## src/rtl/sejf_ctrl.sv

```systemverilog
// Lock-sequencing controller for the safe: steps the digit comparator through the code,
// decides open/fail after the last step, and handles open time, entry timeout and lockout.
module sejf_ctrl #(
  parameter int NSTEPS        = 3,
  parameter int MAX_FAIL      = 3,
  parameter int OPEN_TICKS    = 10,
  parameter int LOCKOUT_TICKS = 30,
  parameter int ENTRY_TIMEOUT = 15
) (
  input  logic       clk,
  input  logic       rst,
  input  logic       enter,
  input  logic       eq,
  input  logic       tick,
  input  logic       close,
  output logic [1:0] sel,
  output logic       open,
  output logic       alarm,
  output logic [1:0] fail_cnt,
  output logic       wrong
);

  localparam int MAX_T = (OPEN_TICKS > LOCKOUT_TICKS)
                       ? ((OPEN_TICKS > ENTRY_TIMEOUT) ? OPEN_TICKS : ENTRY_TIMEOUT)
                       : ((LOCKOUT_TICKS > ENTRY_TIMEOUT) ? LOCKOUT_TICKS : ENTRY_TIMEOUT);
  localparam int CW = ($clog2(MAX_T + 1) > 5) ? $clog2(MAX_T + 1) : 5;

  localparam logic [1:0]    LAST_SEL   = 2'(NSTEPS - 1);
  localparam logic [1:0]    MAXF       = 2'(MAX_FAIL);
  localparam logic [CW-1:0] OPEN_LAST  = CW'(OPEN_TICKS - 1);
  localparam logic [CW-1:0] LOCK_LAST  = CW'(LOCKOUT_TICKS - 1);
  localparam logic [CW-1:0] ENTRY_LAST = CW'(ENTRY_TIMEOUT - 1);

  typedef enum logic [1:0] {S_ENTRY, S_OPEN, S_LOCKOUT} state_t;

  state_t        state, state_nxt;
  logic [1:0]    sel_nxt, fail_nxt, fail_inc;
  logic          bad, bad_nxt, bad_f, wrong_nxt;
  logic [CW-1:0] cnt, cnt_nxt, cnt_inc;

  // Mismatch verdict including the step being confirmed right now.
  assign bad_f    = bad | ~eq;
  assign fail_inc = fail_cnt + 2'd1;
  assign cnt_inc  = cnt + CW'(1);

  always_comb begin
    // NOTE: every output of this block gets a default first, so no path can infer a latch.
    state_nxt = state;
    sel_nxt   = sel;
    fail_nxt  = fail_cnt;
    bad_nxt   = bad;
    wrong_nxt = 1'b0;
    cnt_nxt   = cnt;

    case (state)
      S_ENTRY: begin
        if (enter) begin
          cnt_nxt = '0;
          if (sel != LAST_SEL) begin
            sel_nxt = sel + 2'd1;
            bad_nxt = bad_f;
          end else begin
            sel_nxt = '0;
            bad_nxt = 1'b0;
            if (!bad_f) begin
              state_nxt = S_OPEN;
              fail_nxt  = '0;
            end else begin
              wrong_nxt = 1'b1;
              fail_nxt  = fail_inc;
              if (fail_inc == MAXF) state_nxt = S_LOCKOUT;
            end
          end
        end else if (sel == '0) begin
          cnt_nxt = '0;
        end else if (tick) begin
          // Abandoned attempt: silently restart the sequence, not counted as a failure.
          if (cnt == ENTRY_LAST) begin
            sel_nxt = '0;
            bad_nxt = 1'b0;
            cnt_nxt = '0;
          end else begin
            cnt_nxt = cnt_inc;
          end
        end
      end

      S_OPEN: begin
        if (close || (tick && cnt == OPEN_LAST)) begin
          state_nxt = S_ENTRY;
          sel_nxt   = '0;
          cnt_nxt   = '0;
        end else if (tick) begin
          cnt_nxt = cnt_inc;
        end
      end

      S_LOCKOUT: begin
        if (tick) begin
          if (cnt == LOCK_LAST) begin
            state_nxt = S_ENTRY;
            fail_nxt  = '0;
            cnt_nxt   = '0;
          end else begin
            cnt_nxt = cnt_inc;
          end
        end
      end

      default: begin
        state_nxt = S_ENTRY;
        sel_nxt   = '0;
        bad_nxt   = 1'b0;
        cnt_nxt   = '0;
      end
    endcase
  end

  // open/alarm are registered from the next state, so they follow the deciding edge directly.
  always_ff @(posedge clk or posedge rst) begin
    if (rst) begin
      state    <= S_ENTRY;
      sel      <= '0;
      open     <= 1'b0;
      alarm    <= 1'b0;
      fail_cnt <= '0;
      wrong    <= 1'b0;
      bad      <= 1'b0;
      cnt      <= '0;
    end else begin
      // NOTE: non-blocking assignments so every register samples pre-edge values.
      state    <= state_nxt;
      sel      <= sel_nxt;
      open     <= (state_nxt == S_OPEN);
      alarm    <= (state_nxt == S_LOCKOUT);
      fail_cnt <= fail_nxt;
      wrong    <= wrong_nxt;
      bad      <= bad_nxt;
      cnt      <= cnt_nxt;
    end
  end

endmodule

```

## config.mk

```make
export PLATFORM = sky130hd
export DESIGN_NAME = sejf_ctrl
export DESIGN_NICKNAME = d
export VERILOG_FILES = /design/src/rtl/sejf_ctrl.sv
export SDC_FILE = /design/constraint.sdc
export NUM_CORES = 1
export LEC_CHECK = 0
export BUFFER_PORTS_ARGS = -buffer_cell sky130_fd_sc_hd__buf_2
export CAP_MARGIN = 20
export CELL_PAD_IN_SITES_DETAIL_PLACEMENT = 0
export CELL_PAD_IN_SITES_GLOBAL_PLACEMENT = 1
export CORE_MARGIN = 10
export CORE_UTILIZATION = 30
export DETAILED_ROUTE_END_ITERATION = 6
export GPL_ROUTABILITY_DRIVEN = 0
export GPL_TIMING_DRIVEN = 0
export HOLD_SLACK_MARGIN = 0.06
export PLACE_DENSITY = 0.64
export SYNTH_ARGS = -nofsm -noshare
export SYNTH_HDL_FRONTEND = slang
export SYNTH_SLANG_ARGS = --single-unit
```

## constraint.sdc

```tcl
create_clock -name clk -period 5.9 [get_ports clk]
set_clock_uncertainty 0.05 [all_clocks]
set_input_delay 0.295 -clock clk [delete_from_list [all_inputs] [get_ports clk]]
set_output_delay 0.295 -clock clk [all_outputs]
set_load 0.03 [all_outputs]
```

==> results_dict.tcl <==
set metrics [dict create \
    seq_power_share_pct 34.5 \
    num-nets-final 130 \
    grt_pass1_vias 755 \
    antenna_found_initial 0 \
    clock_sinks 15 \
    rows 20 \
    port-buffer-count 12 \
    vdd.ir_drop.worst_mv 0.129 \
    p_per_area_nw_per_um2 417 \
    postRouteWirelength_microns 2110 \
    setup.worst_path.end_class "register" \
    core_area_sq_um 3050 \
    tns_ps 0 \
    critPathArrivalTime_ps 2290 \
    swShare_pct 44.7 \
    layout_commonest_cell "dfrtp_1" \
    groute.usage.overall_pct 7.34 \
    path_max_fanout 8 \
    setup_viol 0 \
    netlist_instances 98 \
    timing_hold_violations_final 0 \
    clk_path_buf_depth 2 \
    layout-drive-gt1-share_pct 20.9 \
    clockPowerShare_pct 13.5 \
    grt_remaining_overflow 0 \
    switchingPower_mw 0.206 \
    timing.slew.headroom_pct 58.9 \
    grt_max_degree 16 \
    antenna_cells 0 \
    finalNonFillerCells 159 \
    yosys_warnings 0 \
    drv_slew 0 \
    cts_setup_buffers 0 \
    fp.dieW_microns 76.3 \
    cellLeakagePower_nw 0.504 \
    cts_resized 0 \
    cts_max_level 1 \
    cts_tree "built" \
    cts-root-buf "clkbuf_4" \
    worstPathRequired_ps 6070 \
    drt.antenna.violating_nets 0 \
    grt_pass1_wl_microns 3510 \
    drt_iter0_markers 25 \
    initial_core_util_pct 31.2 \
    clk_pin_slew_ps 100 \
    synth_nets 112 \
    post-route-min-period_ps 2110 \
    yosysSeqAreaShare_pct 39.4 \
    tightest_slew_ps 616 \
    vias 750 \
    syn_avg_cell_area_sq_um 9.72 \
    drv_cap 0 \
    cts_made_buffers 3 \
    timing.final.crit_share_pct 35.8 \
    combPwrFrac_pct 52.0 \
    dp_hpwl_microns 1610 \
    pin_count 13 \
    layout_common_cells "dfrtp_1, buf_2, inv_1" \
    outcome "finished clean" \
    crit_path_start_kind "register" \
    dr.pass1.iters 4 \
    ys_types 37 \
    vias_per_cell 4.72 \
    hold_path_class "in2reg" \
    path_class "reg2reg" \
    p_int_mw 0.255 \
    dieArea_sq_um 5830 \
    insertion_delay_ps 290 \
    die_h_microns 76.3 \
    wl_per_cell_microns 13.2 \
    synth-seq-cells 15 \
    synth_area_sq_um 952 \
    timing.fmax_mhz 474 \
    place_inst 154 \
    syn_to_final_growth_pct 15.9 \
    remaining_drc_errors 0 \
    rsz0062_at_grt "no" \
]
[cell families after synthesis]
logic type               after synthesis  synth area share, %
AND/OR/NAND/NOR                       35                 22.2
AO/OA/AOI/OAI                         27                 21.2
flip-flops                            15                 39.4
buffers and inverters                 11                 4.34
adder cells (fa/ha/maj)                8                 10.5
multiplexers                           2                 2.37
[layer usage]
metal	track usage [%]	vias up	wire length (microns)
met3	1.77	4	56
li1	-	391	-
met5	0	-	0
met1	9.05	343	1080
met4	4.46	0	45
met2	11.2	12	928
[Yosys cell counts]
master     n  area share, %
o41ai_2    1            1.7
nor2_1     3            1.2
nor3_1     3            1.6
nand2_1    6            2.4
and3b_2    1            1.1
and4b_1    1            1.1
mux2_2     2            2.4
o21ai_0    4            2.1
dfrtp_1   15             39
or4_1      2            1.6
a21o_1     2            1.6
nand3b_1   1           0.79
a21o_2     1           0.92
nor2b_1    7            4.6
nand2b_1   1           0.66
and2_1     1           0.66
o32a_1     1            1.1
a41oi_1    1           0.92
o21ai_1    2            1.1
nand4b_1   1           0.92
a211oi_4   1            2.1
ha_1       8             11
a21oi_1    5            2.6
nor2_2     1           0.66
inv_1     10            3.9
clkbuf_1   1           0.39
nor4b_1    1           0.92
or2_4      1           0.92
o21a_1     1           0.79
and2b_4    1            1.1
o22ai_1    1           0.66
o41ai_1    2            1.8
a32oi_1    1           0.92
nand4_1    1           0.66
a31oi_1    2            1.3
nand3_1    3            1.6
o31ai_1    2            1.6
[layout make-up]
type / instances / area, sq um
Fill cell: 320 / 1950
Multi-Input combinational cell: 72 / 536
Sequential cell: 15 / 375
Timing Repair Buffer: 13 / 70.1
Tap cell: 44 / 55.1
Inverter: 10 / 37.5
Clock buffer: 4 / 26.3
Buffer: 1 / 3.75
[metrics by stage]
| stage | util (%) | power, mW | area [sq um] | setup slack (ps) | hold slack [ps] |
|---|---|---|---|---|---|
| final | 36.1 | 0.460 | 1100 | 3790 | 293 |
| after global routing | 36.1 | 0.499 | 1100 | 3660 | 287 |
| after CTS | 36.1 | 0.465 | 1100 | 3800 | 285 |
| after detailed placement | 35.0 | 0.400 | 1070 | 3810 | 349 |
| after global placement | 35.0 | 0.396 | 1070 | 3840 | 340 |
| after floorplan | - | 0.342 | 952 | 3990 | 146 |
[critical path, cell delays in order, from the launching register on]
cell,delay (ps)
dfrtp_1,440
inv_1,100
ha_1,290
and2b_4,230
a32oi_1,120
a21o_1,260
or4_1,480
o21ai_1,80
[power by group through the flow]
stage	Combinational, mW	Clock, mW	Sequential (mW)
4_1_cts	0.241	0.0644	0.159
6_report	0.239	0.0622	0.159
3_5_place_dp	0.239	0	0.161
2_1_floorplan	0.155	0	0.187
3_3_place_gp	0.237	0	0.159
5_1_grt	0.266	0.0687	0.165
[sequential cells by signal (all words and copies together), names as in the netlist]
| name | flops |
|---|---|
| open | 1 |
| state | 2 |
| fail_cnt | 2 |
| wrong | 1 |
| cnt | 5 |
| alarm | 1 |
| bad | 1 |
| sel | 2 |
[what timing repair did]
| action | in CTS | in global routing |
|---|---|---|
| hold buffers | 1 | 0 |
| endpoints found under the hold margin | 15 | 0 |
| setup endpoints to repair | 0 | 0 |
[final timing paths]
| kind | startpoint | to | slack (ps) | depth (start not counted) |
|---|---|---|---|---|
| min | eq | bad | 290 | 3 |
| max in group asynchronous | rst | open | 4840 | 3 |
| max reg2reg | state[1] | cnt[4] | 3790 | 7 |
| min in group asynchronous | rst | wrong | 560 | 3 |
| max | state[1] | cnt[4] | 3790 | 7 |
| min reg2reg | fail_cnt[0] | fail_cnt[0] | 470 | 1 |
Note: power is estimated with default switching activity, not from simulation.
